File: src/rtl/reg_snapshot_reader.sv
// Streams a snapshot of the architectural register file (PC, instruction, x0..x31)
// over a valid/ready port, bypassing in-flight write-back so the snapshot matches its commit.
module reg_snapshot_reader #(
  parameter int ARCH_WIDTH      = 64,
  parameter int INSTR_WIDTH     = 32,
  parameter int INSTR_MEM_WIDTH = 64
) (
  input  logic                       clk,
  input  logic                       rst_n,
  input  logic                       start,
  input  logic [INSTR_MEM_WIDTH-1:0] start_pc,
  input  logic [INSTR_WIDTH-1:0]     start_instr,
  output logic                       busy,
  output logic [4:0]                 rf_raddr,
  input  logic [ARCH_WIDTH-1:0]      rf_rdata,
  input  logic                       wb_we,
  input  logic [4:0]                 wb_rd,
  input  logic [ARCH_WIDTH-1:0]      wb_data,
  output logic                       out_valid,
  input  logic                       out_ready,
  output logic [1:0]                 out_kind,
  output logic [4:0]                 out_idx,
  output logic [ARCH_WIDTH-1:0]      out_data,
  output logic                       out_last,
  output logic                       done
);

  typedef enum logic [0:0] {
    IDLE = 1'b0,
    EMIT = 1'b1
  } state_t;

  localparam logic [1:0] KIND_PC    = 2'd0;
  localparam logic [1:0] KIND_INSTR = 2'd1;
  localparam logic [1:0] KIND_REG   = 2'd2;

  state_t                  state_r, state_s;
  logic [5:0]              cnt_r, cnt_s;
  logic [INSTR_WIDTH-1:0]  instr_r, instr_s;
  logic [1:0]              kind_r, kind_s;
  logic [4:0]              idx_r, idx_s;
  logic [ARCH_WIDTH-1:0]   data_r, data_s;
  logic                    last_r, last_s;
  logic                    done_r, done_s;
  logic                    hs_s;
  logic [4:0]              reg_idx_s;
  logic [ARCH_WIDTH-1:0]   reg_data_s;

  assign busy      = (state_r == EMIT);
  assign out_valid = (state_r == EMIT);
  assign out_kind  = kind_r;
  assign out_idx   = idx_r;
  assign out_data  = data_r;
  assign out_last  = last_r;
  assign done      = done_r;
  assign hs_s      = (state_r == EMIT) && out_ready;

  // Register selected for the next load, plus write-back bypass; x0 is hardwired to zero.
  always_comb begin
    reg_idx_s  = cnt_r[4:0] - 5'd1;
    reg_data_s = rf_rdata;
    if ((cnt_r >= 6'd1) && (cnt_r <= 6'd32)) begin
      rf_raddr = reg_idx_s;
    end else begin
      rf_raddr = 5'd0;
    end
    if (reg_idx_s == 5'd0) begin
      reg_data_s = '0;
    end else if (wb_we && (wb_rd == reg_idx_s)) begin
      reg_data_s = wb_data;
    end else begin
      reg_data_s = rf_rdata;
    end
  end

  // Next-state and next-beat selection; out_* only change on start or on a handshake.
  always_comb begin
    state_s = state_r;
    cnt_s   = cnt_r;
    instr_s = instr_r;
    kind_s  = kind_r;
    idx_s   = idx_r;
    data_s  = data_r;
    last_s  = last_r;
    done_s  = 1'b0;
    case (state_r)
      IDLE: begin
        if (start) begin
          instr_s = start_instr;
          data_s  = ARCH_WIDTH'(start_pc);
          kind_s  = KIND_PC;
          idx_s   = 5'd0;
          last_s  = 1'b0;
          cnt_s   = 6'd0;
          state_s = EMIT;
        end else begin
          state_s = IDLE;
        end
      end
      EMIT: begin
        if (hs_s) begin
          if (cnt_r == 6'd33) begin
            state_s = IDLE;
            done_s  = 1'b1;
            cnt_s   = 6'd0;
            last_s  = 1'b0;
          end else if (cnt_r == 6'd0) begin
            cnt_s  = cnt_r + 6'd1;
            kind_s = KIND_INSTR;
            idx_s  = 5'd0;
            data_s = ARCH_WIDTH'(instr_r);
            last_s = 1'b0;
          end else begin
            cnt_s  = cnt_r + 6'd1;
            kind_s = KIND_REG;
            idx_s  = reg_idx_s;
            data_s = reg_data_s;
            last_s = (reg_idx_s == 5'd31);
          end
        end else begin
          state_s = EMIT;
        end
      end
      default: begin
        state_s = IDLE;
      end
    endcase
  end

  // State and output registers.
  always_ff @(posedge clk or negedge rst_n) begin
    if (!rst_n) begin
      state_r <= IDLE;
      cnt_r   <= 6'd0;
      instr_r <= '0;
      kind_r  <= 2'd0;
      idx_r   <= 5'd0;
      data_r  <= '0;
      last_r  <= 1'b0;
      done_r  <= 1'b0;
    end else begin
      state_r <= state_s;
      cnt_r   <= cnt_s;
      instr_r <= instr_s;
      kind_r  <= kind_s;
      idx_r   <= idx_s;
      data_r  <= data_s;
      last_r  <= last_s;
      done_r  <= done_s;
    end
  end

endmodule

File: config.mk
export PLATFORM = sky130hd
export DESIGN_NAME = reg_snapshot_reader
export DESIGN_NICKNAME = d
export VERILOG_FILES = /design/src/rtl/reg_snapshot_reader.sv
export SDC_FILE = /design/constraint.sdc
export NUM_CORES = 1
export LEC_CHECK = 0
export BUFFER_PORTS_ARGS = -buffer_cell sky130_fd_sc_hd__buf_2
export CORE_ASPECT_RATIO = 0.75
export CORE_UTILIZATION = 35
export CTS_BUF_LIST = sky130_fd_sc_hd__clkbuf_8
export DETAILED_ROUTE_END_ITERATION = 10
export SYNTH_ARGS = -nofsm -noshare
export SYNTH_HDL_FRONTEND = slang
export SYNTH_SLANG_ARGS = --single-unit
File: constraint.sdc
create_clock -name clk -period 2.8 [get_ports clk]
set_clock_uncertainty 0.1 [all_clocks]
set_input_delay 0.14 -clock clk [delete_from_list [all_inputs] [get_ports clk]]
set_output_delay 0.14 -clock clk [all_outputs]
set_load 0.005 [all_outputs]
==> results.sh <==
export IMPL_swShare_pct=43.3
export IMPL_crit_start="cnt_r[3]$_DFFE_PN0P_"
export IMPL_rsz0062_at_grt="yes"
export IMPL_max_clock_freq_mhz=375
export IMPL_setup_viol=0
export IMPL_fin_crit_sh_pct=95.1
export IMPL_slowest_stage="or4_2"
export IMPL_yosysTopAreaCell="dfrtp_1"
export IMPL_dpl_hpwl_microns=18200
export IMPL_grt_max_degree=65
export IMPL_postPlaceCellArea_sq_um=9060
export IMPL_peakVddDrop_v=0.000539
export IMPL_fin_nets=1541
export IMPL_fin_ws_ns=0.136
export IMPL_reg2reg_from="cnt_r[3]$_DFFE_PN0P_"
export IMPL_yosysWarnings=0
export IMPL_status="finished, final reports clean"
export IMPL_vias=8758
export IMPL_area_growth_pct=60.7
export IMPL_worstSetupStartpointType="flip-flop"
export IMPL_p_leak_nw=5.28
export IMPL_ys_ff_latch=112
export IMPL_synthCells=811
export IMPL_row_count=44
export IMPL_drive_above_1_share_pct=31.5
export IMPL_synth_nets=1049
export IMPL_die_area_sq_um=21000
export IMPL_cts_tree="built"
export IMPL_yosysMostFrequentCell="nand2_1"
export IMPL_coreArea_sq_um=19700
export IMPL_ys_flop_type="dfrtp_1"
export IMPL_worstPathRequired_ns=2.97
export IMPL_maxCapViolations=0
export IMPL_p_sw_mw=3.57
export IMPL_grt_ovfl_total=0
export IMPL_antenna_cells=0
export IMPL_drv_slew=0
export IMPL_drc=0
export IMPL_period_needed_ns=2.66
export IMPL_critical_path_max_stage_delay_ns=0.72
export IMPL_whs_ns=0.0183
export IMPL_initial_core_util_pct=36.3
export IMPL_path_clk_slew_ns=0.12
export IMPL_die_x_microns=167
export IMPL_fillers=1727
export IMPL_track_usage_pct=28.3
export IMPL_r2r_cells=5
export IMPL_place_ws_ns=0.0581
export IMPL_p_clk_share_pct=12.7
export IMPL_synthesis_area_sq_um=7140
export IMPL_die_h_microns=126
export IMPL_synth_top_area_share_pct=39.3
export IMPL_hp_start="start_pc[30]"
export IMPL_root_buffer="clkbuf_8"
export IMPL_grt_pass1_vias=8884
export IMPL_p_total_mw=8.25
export IMPL_avgViaCountPerCell=5.61
export IMPL_relSlewSlack_pct=54.9
export IMPL_syn_avg_cell_area_sq_um=8.80
export IMPL_placed_cells=1327
export IMPL_crit_arrival_ns=2.83
export IMPL_power_density_nw_per_um2=719
export IMPL_antenna_found_initial=1
export IMPL_whs_path_depth=3
export IMPL_fin_tns_setup_ns=0
export IMPL_routabilityCongestion=0.876
export IMPL_h_tree_depth=3
export IMPL_p_comb_share_pct=56.2
export IMPL_wl_per_cell_microns=19.1
export IMPL_synth_cell_type_count=53
export IMPL_synth_edf_count=0
export IMPL_p_int_mw=4.68
export IMPL_grt_first_pass_wirelength_microns=47200
export IMPL_worstPathMaxFanout=32
export IMPL_cts_sinks=112
export IMPL_fin_cells=1561
export IMPL_cts_buffer_depth=2
export IMPL_synth_commonest_cells="nand2_1, dfrtp_1, nor2_1"
export IMPL_seqPwrFrac_pct=31.1
export IMPL_yosysSeqAreaShare_pct=39.3
export IMPL_ant_nets=0
export IMPL_crit_chain="xor3_1 -> or4_2 -> buf_12 -> o2111ai_1 -> o221ai_1"
export IMPL_clock_latency_ns=0.41
export IMPL_wl_microns=29700
export IMPL_drt_iter0_drc=882
export IMPL_hold_violations=0
export IMPL_pin_count=314
export IMPL_path_class="flip-flop to flip-flop"
export IMPL_worst_pin_slew_ns=0.677
export IMPL_ys_async_sr_fraction_pct=100
export IMPL_drt_first_pass_iters=5
export IMPL_cts_made_buffers=9
export IMPL_hold_class="input port to flip-flop"
export IMPL_port_buffers=313
export IMPL_stdcell_area_sq_um=11500
export IMPL_ys_top_cells_by_area="dfrtp_1, nand2_1, nor2_1"
export IMPL_end_kind="flip-flop"
export IMPL_post_route_util_pct=58.3
-- power by group through the flow --
stage | clock network (mW) | registers (mW) | logic [mW]
after global routing | 1.14 | 2.64 | 5.05
after floorplan | 0 | 2.56 | 2.72
final | 1.05 | 2.56 | 4.64
after CTS | 1.08 | 2.56 | 4.51
after global placement | 0 | 2.58 | 4.21
after detailed placement | 0 | 2.58 | 4.24
-- sequential cells by signal, summed over array words and instances (netlist names) --
register and count:
cnt_r 6, out_data 64, out_kind 2, out_last 1
done 1, busy 1, out_idx 5, instr_r 32
-- critical path, delay by kind of cell (launching register included) --
kind / cells / cell delay, ns
and+or+nand+nor: 1 / 0.72
xor gates and xnor gates: 1 / 0.55
AOI/OAI and AO/OA: 2 / 0.35
DFF: 1 / 0.59
buffers and inverters: 1 / 0.22
-- per-layer routing --
metal	share of wire, %	up-vias	GRT usage [%]
met1	42	4151	37.0
li1	-	4025	-
met5	0.044	-	0
met4	4.0	2	12.8
met3	7.7	102	6.10
met2	46	478	45.0
-- cell usage in the layout, fill, tap and decap left out, types with 2 or more instances in the layout --
cell type	count
buf_2	312
dlygate4sd3_1	214
nand2_1	116
dfrtp_1	111
nor2_1	106
a21oi_1	34
nand3_1	34
or3_1	33
a221oi_1	32
o221ai_1	32
inv_1	32
a311oi_1	32
and4_1	32
a311o_1	32
buf_4	22
o2111ai_2	20
buf_12	14
o21ai_0	13
o2111ai_1	12
clkbuf_8	10
nand2b_1	5
nor4_4	3
ha_1	3
inv_6	3
inv_2	2
xor2_1	2
nor2b_1	2
o21ai_4	2
nand2_2	2
nor2_4	2
a21oi_2	2
xnor2_1	2
a32o_1	2
clkinv_8	2
-- cell families (layout without fill, tap and decap cells) --
kind of cell	after synthesis	in the layout	share of synthesized area (%)
xor+xnor	6	6	0.947
fa+ha+maj	4	4	0.701
simple gates	352	352	24.6
flops	112	112	39.3
buf+inv	117	614	7.56
compound gates	220	220	26.9
-- layout make-up --
class	count	area (sq um)	share of cell area, %
repair buffers	563	4160	36.3
clock inverters	6	70.1	0.611
flip-flops and latches	112	2800	24.5
inverters	35	131	1.15
clock buffers	10	138	1.20
multi-input cells	582	3850	33.6
well taps	253	317	2.76
-- timing repair --
action	4_1_cts	5_1_grt
hold buffers	212	2
endpoints found under the setup margin	5	68
pin swaps	0	1
hold endpoints to repair	145	2
resized for setup	4	7
buffers inserted	1	3
-- final timing paths --
path / slack (ns) / end
worst max register to register: 0.14 / out_data[16]$_DFFE_PN0P_
worst min register to register: 0.39 / instr_r[11]$_DFFE_PN0P_
worst min-delay path: 0.02 / out_data[30]$_DFFE_PN0P_
max in group asynchronous: 1.67 / out_data[55]$_DFFE_PN0P_
worst max-delay path: 0.14 / out_data[16]$_DFFE_PN0P_
min in group asynchronous: 0.18 / out_data[21]$_DFFE_PN0P_
No activity file was read; power rests on OpenSTA's default activity.
